[src/rtl/hazard_ctrl_pkg.sv]
// rtl/hazard_ctrl_pkg.sv - shared types and encodings for the pipeline hazard controller
package riscv_pkg;

    typedef enum logic [1:0] {
        M_IDLE,
        M_WAIT,
        M_DONE
    } mem_state_t;

    typedef enum logic [1:0] {
        FWD_RF = 2'b00,
        FWD_W  = 2'b01,
        FWD_M  = 2'b10
    } fwd_sel_t;

    localparam logic [1:0] RESSRC_LOAD = 2'b01;

endpackage

[src/rtl/hazard_ctrl_if.sv]
// rtl/hazard_ctrl_if.sv - data-memory request handshake seen by the M stage
interface hazard_ctrl_if;
    logic MemRead_m;
    logic MemStore_m;
    logic dmem_req;
    logic dmem_ready;

    modport master (
        input  MemRead_m,
        input  MemStore_m,
        input  dmem_ready,
        output dmem_req
    );

    modport slave (
        output MemRead_m,
        output MemStore_m,
        output dmem_ready,
        input  dmem_req
    );
endinterface

[src/rtl/hazard_ctrl_fwd_unit.sv]
// rtl/hazard_ctrl_fwd_unit.sv - E-stage forwarding select for one source operand
module fwd_unit
    import riscv_pkg::*;
(
    input  logic [4:0] rs_e,
    input  logic [4:0] rd_m,
    input  logic       regWrite_m,
    input  logic [4:0] rd_w,
    input  logic       regWrite_w,
    output fwd_sel_t   fwd_sel
);

    // The youngest producer (M) wins over W; x0 is hardwired zero and never forwarded.
    always_comb begin
        fwd_sel = FWD_RF;
        if (regWrite_m && (rd_m != 5'd0) && (rd_m == rs_e)) begin
            fwd_sel = FWD_M;
        end else if (regWrite_w && (rd_w != 5'd0) && (rd_w == rs_e)) begin
            fwd_sel = FWD_W;
        end
    end

endmodule

[src/rtl/hazard_ctrl.sv]
// rtl/hazard_ctrl.sv - stall/flush sequencing, forwarding selects and data-memory handshake FSM
module hazard_ctrl
    import riscv_pkg::*;
#(
    parameter int TIMEOUT_CYCLES = 255,
    parameter int CNT_WIDTH      = 32
) (
    input  logic                 clk,
    input  logic                 rst,
    input  logic [4:0]           rs1_d,
    input  logic [4:0]           rs2_d,
    input  logic [4:0]           rs1_e,
    input  logic [4:0]           rs2_e,
    input  logic [4:0]           rd_e,
    input  logic [1:0]           resultSrc_e,
    input  logic                 pcSrc_e,
    input  logic [4:0]           rd_m,
    input  logic                 regWrite_m,
    input  logic [4:0]           rd_w,
    input  logic                 regWrite_w,
    hazard_ctrl_if.master        mem,
    output logic                 stall_f,
    output logic                 stall_d,
    output logic                 stall_e,
    output logic                 stall_m,
    output logic                 flush_d,
    output logic                 flush_e,
    output logic                 flush_w,
    output logic [1:0]           forwardA_e,
    output logic [1:0]           forwardB_e,
    output logic                 mem_timeout,
    output logic [CNT_WIDTH-1:0] stall_cycles
);

    localparam int                WCNT_W    = $clog2(TIMEOUT_CYCLES + 1);
    localparam logic [WCNT_W-1:0] WCNT_MAX  = WCNT_W'(TIMEOUT_CYCLES);
    localparam logic [WCNT_W-1:0] WCNT_LAST = WCNT_W'(TIMEOUT_CYCLES - 1);

    mem_state_t           state_q, state_d;
    logic [WCNT_W-1:0]    wcnt_q, wcnt_d;
    logic                 timeout_q, timeout_d;
    logic [CNT_WIDTH-1:0] stall_cnt_q, stall_cnt_d;

    logic     mem_op;
    logic     req;
    logic     mem_stall;
    logic     load_use;
    fwd_sel_t fwd_a;
    fwd_sel_t fwd_b;

    assign mem_op = mem.MemRead_m | mem.MemStore_m;

    always_comb begin
        state_d   = state_q;
        wcnt_d    = wcnt_q;
        timeout_d = timeout_q;
        req       = 1'b0;
        unique case (state_q)
            M_IDLE: begin
                if (mem_op) begin
                    req = 1'b1;
                    if (mem.dmem_ready) begin
                        state_d = M_DONE;
                    end else begin
                        state_d = M_WAIT;
                        wcnt_d  = '0;
                    end
                end
            end
            M_WAIT: begin
                req = 1'b1;
                if (wcnt_q != WCNT_MAX) begin
                    wcnt_d = wcnt_q + 1'b1;
                end
                // Flag the slow access but keep waiting; the memory may still answer.
                if (wcnt_q >= WCNT_LAST) begin
                    timeout_d = 1'b1;
                end
                if (mem.dmem_ready) begin
                    state_d = M_DONE;
                end
            end
            M_DONE: begin
                state_d = M_IDLE;
            end
            default: begin
                state_d = M_IDLE;
            end
        endcase
    end

    assign mem_stall = req & ~mem.dmem_ready;
    assign load_use  = (resultSrc_e == RESSRC_LOAD) && (rd_e != 5'd0) &&
                       ((rd_e == rs1_d) || (rd_e == rs2_d));

    // A memory freeze holds every stage, so branch and load-use resolve once it lifts.
    always_comb begin
        stall_f = 1'b0;
        stall_d = 1'b0;
        stall_e = 1'b0;
        stall_m = 1'b0;
        flush_d = 1'b0;
        flush_e = 1'b0;
        flush_w = 1'b0;
        if (rst) begin
            flush_d = 1'b1;
            flush_e = 1'b1;
            flush_w = 1'b1;
        end else if (mem_stall) begin
            stall_f = 1'b1;
            stall_d = 1'b1;
            stall_e = 1'b1;
            stall_m = 1'b1;
            flush_w = 1'b1;
        end else if (pcSrc_e) begin
            flush_d = 1'b1;
            flush_e = 1'b1;
        end else if (load_use) begin
            stall_f = 1'b1;
            stall_d = 1'b1;
            flush_e = 1'b1;
        end
    end

    assign stall_cnt_d = stall_cnt_q + CNT_WIDTH'(stall_f);

    always_ff @(posedge clk) begin
        if (rst) begin
            state_q     <= M_IDLE;
            wcnt_q      <= '0;
            timeout_q   <= 1'b0;
            stall_cnt_q <= '0;
        end else begin
            state_q     <= state_d;
            wcnt_q      <= wcnt_d;
            timeout_q   <= timeout_d;
            stall_cnt_q <= stall_cnt_d;
        end
    end

    fwd_unit u_fwd_a (
        .rs_e       (rs1_e),
        .rd_m       (rd_m),
        .regWrite_m (regWrite_m),
        .rd_w       (rd_w),
        .regWrite_w (regWrite_w),
        .fwd_sel    (fwd_a)
    );

    fwd_unit u_fwd_b (
        .rs_e       (rs2_e),
        .rd_m       (rd_m),
        .regWrite_m (regWrite_m),
        .rd_w       (rd_w),
        .regWrite_w (regWrite_w),
        .fwd_sel    (fwd_b)
    );

    assign mem.dmem_req = req & ~rst;
    assign forwardA_e   = rst ? FWD_RF : fwd_a;
    assign forwardB_e   = rst ? FWD_RF : fwd_b;
    assign mem_timeout  = timeout_q;
    assign stall_cycles = stall_cnt_q;

endmodule

[src/flat_wrapper.sv]
// flat-port wrapper written by rule: the top's interface ports become plain ports
module hazard_ctrl_flat import riscv_pkg::*;
#(
    parameter int TIMEOUT_CYCLES = 255,
    parameter int CNT_WIDTH      = 32
)
  (clk, rst, rs1_d, rs2_d, rs1_e, rs2_e, rd_e, resultSrc_e, pcSrc_e, rd_m, regWrite_m, rd_w, regWrite_w, stall_f, stall_d, stall_e, stall_m, flush_d, flush_e, flush_w, forwardA_e, forwardB_e, mem_timeout, stall_cycles, mem_MemRead_m, mem_MemStore_m, mem_dmem_ready, mem_dmem_req);
  hazard_ctrl_if mem_i ();
  input  logic clk;
  input  logic rst;
  input  logic [4:0] rs1_d;
  input  logic [4:0] rs2_d;
  input  logic [4:0] rs1_e;
  input  logic [4:0] rs2_e;
  input  logic [4:0] rd_e;
  input  logic [1:0] resultSrc_e;
  input  logic pcSrc_e;
  input  logic [4:0] rd_m;
  input  logic regWrite_m;
  input  logic [4:0] rd_w;
  input  logic regWrite_w;
  output logic stall_f;
  output logic stall_d;
  output logic stall_e;
  output logic stall_m;
  output logic flush_d;
  output logic flush_e;
  output logic flush_w;
  output logic [1:0] forwardA_e;
  output logic [1:0] forwardB_e;
  output logic mem_timeout;
  output logic [CNT_WIDTH-1:0] stall_cycles;
  input wire logic [$bits(mem_i.MemRead_m)-1:0] mem_MemRead_m;
  input wire logic [$bits(mem_i.MemStore_m)-1:0] mem_MemStore_m;
  input wire logic [$bits(mem_i.dmem_ready)-1:0] mem_dmem_ready;
  output wire logic [$bits(mem_i.dmem_req)-1:0] mem_dmem_req;
  assign mem_i.MemRead_m = mem_MemRead_m;
  assign mem_i.MemStore_m = mem_MemStore_m;
  assign mem_i.dmem_ready = mem_dmem_ready;
  assign mem_dmem_req = mem_i.dmem_req;
  hazard_ctrl #(.TIMEOUT_CYCLES(TIMEOUT_CYCLES), .CNT_WIDTH(CNT_WIDTH)) u_core (.clk(clk), .rst(rst), .rs1_d(rs1_d), .rs2_d(rs2_d), .rs1_e(rs1_e), .rs2_e(rs2_e), .rd_e(rd_e), .resultSrc_e(resultSrc_e), .pcSrc_e(pcSrc_e), .rd_m(rd_m), .regWrite_m(regWrite_m), .rd_w(rd_w), .regWrite_w(regWrite_w), .mem(mem_i), .stall_f(stall_f), .stall_d(stall_d), .stall_e(stall_e), .stall_m(stall_m), .flush_d(flush_d), .flush_e(flush_e), .flush_w(flush_w), .forwardA_e(forwardA_e), .forwardB_e(forwardB_e), .mem_timeout(mem_timeout), .stall_cycles(stall_cycles));
endmodule
[config.mk]
export PLATFORM = sky130hd
export DESIGN_NAME = hazard_ctrl_flat
export DESIGN_NICKNAME = d
export VERILOG_FILES = /design/src/rtl/hazard_ctrl_pkg.sv /design/src/rtl/hazard_ctrl_if.sv /design/src/rtl/hazard_ctrl_fwd_unit.sv /design/src/rtl/hazard_ctrl.sv /design/src/flat_wrapper.sv
export SDC_FILE = /design/constraint.sdc
export NUM_CORES = 1
export LEC_CHECK = 0
export CAP_MARGIN = 30
export CORE_AREA = 2 2 89 91
export CTS_BUF_LIST = sky130_fd_sc_hd__clkbuf_2
export CTS_CLUSTER_DIAMETER = 60
export DETAILED_ROUTE_END_ITERATION = 6
export DIE_AREA = 0 0 91 93
export PLACE_DENSITY_LB_ADDON = 0.1
export SLEW_MARGIN = 20
export SYNTH_ARGS = -nofsm -noshare
export SYNTH_HDL_FRONTEND = slang
export SYNTH_SLANG_ARGS = --single-unit
[constraint.sdc]
create_clock -name clk -period 5.85 [get_ports clk]
set_input_delay 0.8775 -clock clk [delete_from_list [all_inputs] [get_ports clk]]
set_output_delay 0.8775 -clock clk [all_outputs]
set_load 0.05 [all_outputs]
# ---- Word-level counts from Yosys, hierarchy flattened
# Cells that the tools add are included.
# W data, S select, Z words.
dict set report totals {
  reg_bits 43
  wordCells 71
  inputBits 45
  output_inout_bits 45
}
dict set report op_classes {
  order_cmp 1
  bitwise 5
  eq_ne 13
  reduce_logical 17
  muxes 29
  add_sub_neg 2
}
# op n
set ops {}
lappend ops {{$add A32 B1 Y32} 1}
lappend ops {{$eq A5 B5 Y1} 6}
lappend ops {{$mux W8} 3}
lappend ops {{$mux W1} 16}
lappend ops {{$pmux W8 S2} 1}
lappend ops {{$reduce_bool A5 Y1} 3}
lappend ops {{$mux W2} 7}
lappend ops {{$add A8 B1 Y8 const B} 1}
lappend ops {{$ge A8 B8 Y1 const B} 1}
lappend ops {{$logic_and A1 B1 Y1} 8}
lappend ops {{$ne A8 B8 Y1 const B} 1}
lappend ops {{$eq A2 B1 Y1 const B} 2}
lappend ops {{$ne A2 B1 Y1 const B} 2}
lappend ops {{$ne A2 B2 Y1 const B} 2}
lappend ops {{$pmux W2 S2} 1}
lappend ops {{$reduce_and A2 Y1} 2}
lappend ops {{$reduce_and A4 Y1} 1}
lappend ops {{$and A1 B1 Y1} 2}
lappend ops {{$logic_not A2 Y1} 1}
lappend ops {{$not A1 Y1} 2}
lappend ops {{$pmux W1 S2} 1}
lappend ops {{$reduce_bool A2 Y1} 1}
lappend ops {{$logic_or A1 B1 Y1} 1}
lappend ops {{$or A1 B1 Y1} 1}

# ---- Logic depth before layout (Yosys ltp)
dict set report depth {
  ltp_word 8
  depth_mapped 11
  ltp_nobuf 9
}

# ---- Hierarchy
# Synthesis repeated with hierarchy kept, for this count alone.
dict set report unflattened {
  hier_cells 317
  area_unflattened_um2 2616.3
}
# mod area_per_inst_um2 seq_area_each_um2 n_inst cells_per_inst
set by_module_without_submodules {}
lappend by_module_without_submodules {hazard_ctrl 2313.5 860.8 1 277}
lappend by_module_without_submodules {fwd_unit 151.4 0.0 2 20}

# ---- Least setup slack after synthesis
# Ideal clock, no wire load.
dict set report synth_path {
  kind {input -> register}
  start {input port rd_e[2]}
  end {register u_core.stall_cnt_q[22], in the netlist u_core.stall_cycles[22]}
  slack_ns 0.679
  arrival_time_ns 5.050
  stages 10
  t_required_ns 5.729
  setup_ns 0.121
  path_buffers 1
  cell_sequence {xor2_1 > nor3_1 > a22oi_1 > o41ai_1 > ha_1 > nand4_4 > or3_1 > buf_2 > nor4_1 > mux2_2}
}
dict set report synth_via {
  elab_chain_len 8
  elab_cells_between_ends 11
  cone_classes {add/sub (1); eq/ne (2); mux (4); reduce/logical (4)}
}
# element line
set synth_rtl {}
lappend synth_rtl {{from (decl)} flat_wrapper.sv:15} ;# input logic [4:0] rd_e;
lappend synth_rtl {{$eq A5 B5 Y1 or $reduce_bool A5 Y1 (tied branches)} {hazard_ctrl.sv:94, hazard_ctrl.sv:93}}
lappend synth_rtl {{$logic_or A1 B1 Y1 or $logic_and A1 B1 Y1 (tied branches)} {hazard_ctrl.sv:94, hazard_ctrl.sv:93}}
lappend synth_rtl {{$logic_and A1 B1 Y1 (*)} hazard_ctrl.sv:93} ;# assign load_use = (resultSrc_e == RESSRC_LOAD) && (rd_e != 5'd0) &&
lappend synth_rtl {{$mux W1 (*) (4 in series)} --}
lappend synth_rtl {{named net stall_d} flat_wrapper.sv:23} ;# output logic stall_d;
lappend synth_rtl {{$add A32 B1 Y32 (*)} hazard_ctrl.sv:125} ;# assign stall_cnt_d = stall_cnt_q + CNT_WIDTH'(stall_f);
lappend synth_rtl {{to (signal assigned)} hazard_ctrl.sv:137} ;# stall_cnt_q <= stall_cnt_d;
lappend synth_rtl {{to (decl)} hazard_ctrl.sv:42} ;# logic [CNT_WIDTH-1:0] stall_cnt_q, stall_cnt_d;
# Mark *: on every way through the listed nets, which the timed path passes. The rest lies on a longest branch.
# A chain may end at the register's enable or synchronous reset.

# ---- Worst setup path in the final report
dict set report layout_path {
  start {input port rd_m[0]}
  end {output port forwardB_e[0]}
}
dict set report layout_via {
  elab_chain_len 5
  elab_cells_between_ends 6
  cone_classes {eq/ne (1); mux (2); reduce/logical (3)}
}
# element line
set layout_rtl {}
lappend layout_rtl {{from (decl)} flat_wrapper.sv:18} ;# input logic [4:0] rd_m;
lappend layout_rtl {{$reduce_bool A5 Y1} hazard_ctrl_fwd_unit.sv:16} ;# if (regWrite_m && (rd_m != 5'd0) && (rd_m == rs_e)) begin
lappend layout_rtl {{$logic_and A1 B1 Y1} hazard_ctrl_fwd_unit.sv:16}
lappend layout_rtl {{$logic_and A1 B1 Y1 (*)} hazard_ctrl_fwd_unit.sv:16}
lappend layout_rtl {{$mux W2 (*)} hazard_ctrl_fwd_unit.sv:16}
lappend layout_rtl {{$mux W2 (*)} hazard_ctrl.sv:161} ;# assign forwardB_e = rst ? FWD_RF : fwd_b;
lappend layout_rtl {{to (decl)} flat_wrapper.sv:30} ;# output logic [1:0] forwardB_e;
# Mark *: on every way between the ends. The rest lies on a longest branch, timed or not.

==> impl_metrics.yaml <==
drt:
  detailedRoute.firstPassIterationCount: 4
  avgViaCountPerCell: 5.126
  final_antenna_net_count: 0
  totalWireLength_um: 6838
  routed_wire_length_per_instance_um: 13.87
  drc: 0
  via_count: 2527
  initialDrtViolationCount: 80
floorplanning:
  dieHeight_um: 93
  initial_utilization_pct: 33.84
  fp.dieArea_um2: 8463
  floorplan.core_area_um2: 7527
  rows: 32
  floorplan.die.width_um: 91
  num_io_pins: 90
yosys:
  synthesis.area_per_instance_um2: 8.325
  yosys.area.top_type_share_pct: 33.79
  synth.yosys.seq_area_share_pct: 33.79
  synth_enable_flop_cells: 0
  synth_xor_area_share_pct: 14.78
  async_reset_ff_share_pct: 0
  synth_top_cell_by_area: "sky130_fd_sc_hd__dfxtp_1"
  synth_top_family_by_area: "simple AND/OR/NAND/NOR gates"
  mappedNetlistArea_um2: 2547
  yosysWarningCount: 0
  ranking_of_synthesized_cells_by_area: "sky130_fd_sc_hd__dfxtp_1, sky130_fd_sc_hd__xor2_1, sky130_fd_sc_hd__xnor2_1"
  syn-num-nets: 355
  postSynth.topFlopCell: "sky130_fd_sc_hd__dfxtp_1"
  synth_adder_area_share_pct: 1.965
  post_synth_mux_area_share_pct: 0.8841
  count_of_distinct_cell_types_in_the_synthesized_netlist: 44
  netlist_instances: 306
  postSynthRegisterBits: 43
  synth-simple-area-share_pct: 28.24
  synth_area_in_compound_gates_pct: 15.37
final_layout:
  finish.instance_area_um2: 3553
  antenna_cells: 0
  final_core_utilization_pct: 47.21
  area.growth.synth_to_final_pct: 39.49
  fin_nets: 439
  final_layout_size_suffix_gt1_share_pct: 6.138
  fillers: 773
placement:
  post-place-ws_ns: 1.237
  port_buffers: 89
  dpl-instance-area_um2: 3511
  dp_hpwl_um: 5155
  place.gp.congestion: 0.8174
global_route:
  grt_util_all_layers_pct: 16.08
  wire_length_of_the_first_global_routing_pass_um: 11210
  globalRouteOverflowTotal: 0
  grt_pass1_vias: 2382
  maximum_number_of_pins_on_one_net_before_global_route_repair: 24
  antenna_found_initial: 0
sta:
  count_of_pins_over_their_slew_limit: 0
  max-slew-margin-rel_pct: 52.80
  setup_violations: 0
  layout_worst_path_cycle_share_pct: 76.02
  fmax_mhz: 224.9
  hold_violations: 0
  worstMarginPinSlew_ns: 0.6989
  fin_skew_ns: 0.03886
  fin_crit_ns: 4.447
  fin_setup_tns_ns: 0
  layout_setup_ws_ns: 1.403
  rsz_0062_raised_after_global_routing: "false"
clocking:
  tritoncts.num_buffers: 5
  cts.repair_timing.setup_buffer_count: 0
  clock_path_buffers: 2
  cts_tree: "yes"
  htree_levels: 2
  ctsHoldBuffers: 0
  tritoncts_num_sinks: 43
  clk_transition_reported_paths_ns: 0.23
  cts_resized: 0
  clock_insertion_delay_worst_skew_ns: 0.42
  clock-root-buffer: "sky130_fd_sc_hd__clkbuf_2"
worst_setup_path:
  crit_top_cell: "sky130_fd_sc_hd__clkdlybuf4s50_1"
  cpPeakStageDelay_ns: 0.86
  r2r-end: "u_core.stall_cycles[22]"
  reg2reg_depth: 8
  r2r_setup_slack_ns: 2.52
  regToRegStartpoint: "u_core.state_q[0]"
  crit_path_start_kind: "input port"
  cp_data_arrival_time_ns: 3.57
  setup.worst_path.end: "forwardB_e[0]"
  critPathSlowestCell: "sky130_fd_sc_hd__clkdlybuf4s50_1"
  worst-setup-path-type: "input port to output port"
  worst_ep_required_time_ns: 4.97
  endpoint_kind: "output port"
  cp_cell_sequence: "clkdlybuf4s50_1 -> or4_1 -> o21ai_0 -> nor3_1 -> nor4_1 -> clkdlybuf4s50_1"
  crit_start: "rd_m[0]"
  critPathMaxFanout: 4
power_and_ir_drop:
  max-vdd-ir-drop_mv: 0.06711
  static-leakage-power_nw: 1.142
  powerDensity_nw_per_um2: 151.2
min_path:
  hold_class: "flip-flop to flip-flop"
job:
  max_cap_viol_count: 0
status:
  status: "finished clean"
flip-flops by register name (all words and copies together), names as in the netlist:
signal and flops:
u_core.mem_timeout 1, u_core.state_q 2, u_core.wcnt_q 8, u_core.stall_cycles 32
power by group:
group	switching, mW	total, mW	internal [mW]
clock	0.101	0.131	0.0305
sequential	0.00292	0.299	0.296
combinational	0.0541	0.107	0.0530
total	0.158	0.537	0.379
worst max-delay path: cells and delay by family:
family,cells,cell delay [ns]
buffers and inverters,2,1.33
and+or+nand+nor,3,0.97
AOI/OAI and AO/OA,1,0.38
final cells by class:
| cell class | instances | area [µm²] | area share [%] |
|---|---|---|---|
| Clock inverter | 2 | 12.51 | 0.3521 |
| Sequential cell | 43 | 860.8 | 24.23 |
| Timing Repair Buffer | 91 | 905.9 | 25.49 |
| Tap cell | 102 | 127.6 | 3.592 |
| Clock buffer | 6 | 30.03 | 0.8451 |
| Inverter | 15 | 56.30 | 1.585 |
| Multi-Input combinational cell | 234 | 1560 | 43.91 |
cell families (layout without fill, tap and decap cells):
family | count (synthesis) | after routing
XOR/XNOR | 43 | 43
adder cells (fa/ha/maj) | 4 | 4
multiplexers | 2 | 2
buffers and inverters | 29 | 114
AND/OR/NAND/NOR | 125 | 125
AO/OA/AOI/OAI | 60 | 60
flip-flops | 43 | 43
metrics by stage:
step | hold WS, ns | instances | power (mW)
floorplan | 0.4484 | 306 | 0.3582
global placement | 0.4647 | 485 | 0.4114
detailed placement | 0.4614 | 485 | 0.4122
CTS | 0.5080 | 493 | 0.5473
global route | 0.5381 | 493 | 0.5671
finish | 0.5038 | 493 | 0.5372
how the worst min path moves through the flow:
stage                       start            endpoint  depth (start not counted)
6_report         u_core.wcnt_q[6]    u_core.wcnt_q[6]                          2
5_1_grt          u_core.wcnt_q[5]    u_core.wcnt_q[5]                          2
4_1_cts          u_core.wcnt_q[6]    u_core.wcnt_q[6]                          2
3_5_place_dp   u_core.mem_timeout  u_core.mem_timeout                          2
3_3_place_gp     u_core.wcnt_q[6]    u_core.wcnt_q[6]                          2
2_1_floorplan    u_core.wcnt_q[6]    u_core.wcnt_q[6]                          2
cell usage after synthesis, drive strengths merged, types with 11 or more instances:
cell type / count
a21oi: 21
dfxtp: 43
inv: 15
nand2: 16
nand3: 15
nor2: 21
nor3: 11
o31ai: 14
or4: 19
xnor2: 20
xor2: 23
cell usage in the layout, fill, tap and decap left out, types with 6 or more instances in the layout:
cell / n
sky130_fd_sc_hd__a21oi_1: 21
sky130_fd_sc_hd__clkbuf_2: 6
sky130_fd_sc_hd__clkdlybuf4s50_1: 89
sky130_fd_sc_hd__dfxtp_1: 43
sky130_fd_sc_hd__inv_1: 15
sky130_fd_sc_hd__nand2_1: 16
sky130_fd_sc_hd__nand3_1: 14
sky130_fd_sc_hd__nand4_1: 6
sky130_fd_sc_hd__nor2_1: 21
sky130_fd_sc_hd__nor3_1: 11
sky130_fd_sc_hd__nor4_1: 9
sky130_fd_sc_hd__o21ai_0: 9
sky130_fd_sc_hd__o31ai_1: 14
sky130_fd_sc_hd__or3_1: 8
sky130_fd_sc_hd__or4_1: 17
sky130_fd_sc_hd__xnor2_1: 20
sky130_fd_sc_hd__xor2_1: 23
metal layers:
layer	global-route usage (%)	vias to the layer above	share of wire (%)	routed length, µm
met5	0	-	0	0
met4	3.788	0	0.51	35
met3	4.512	2	4.5	308
met2	25.37	52	47	3200
met1	21.83	1178	48	3294
li1	-	1295	-	-
Note: power is estimated with default switching activity, not from simulation.
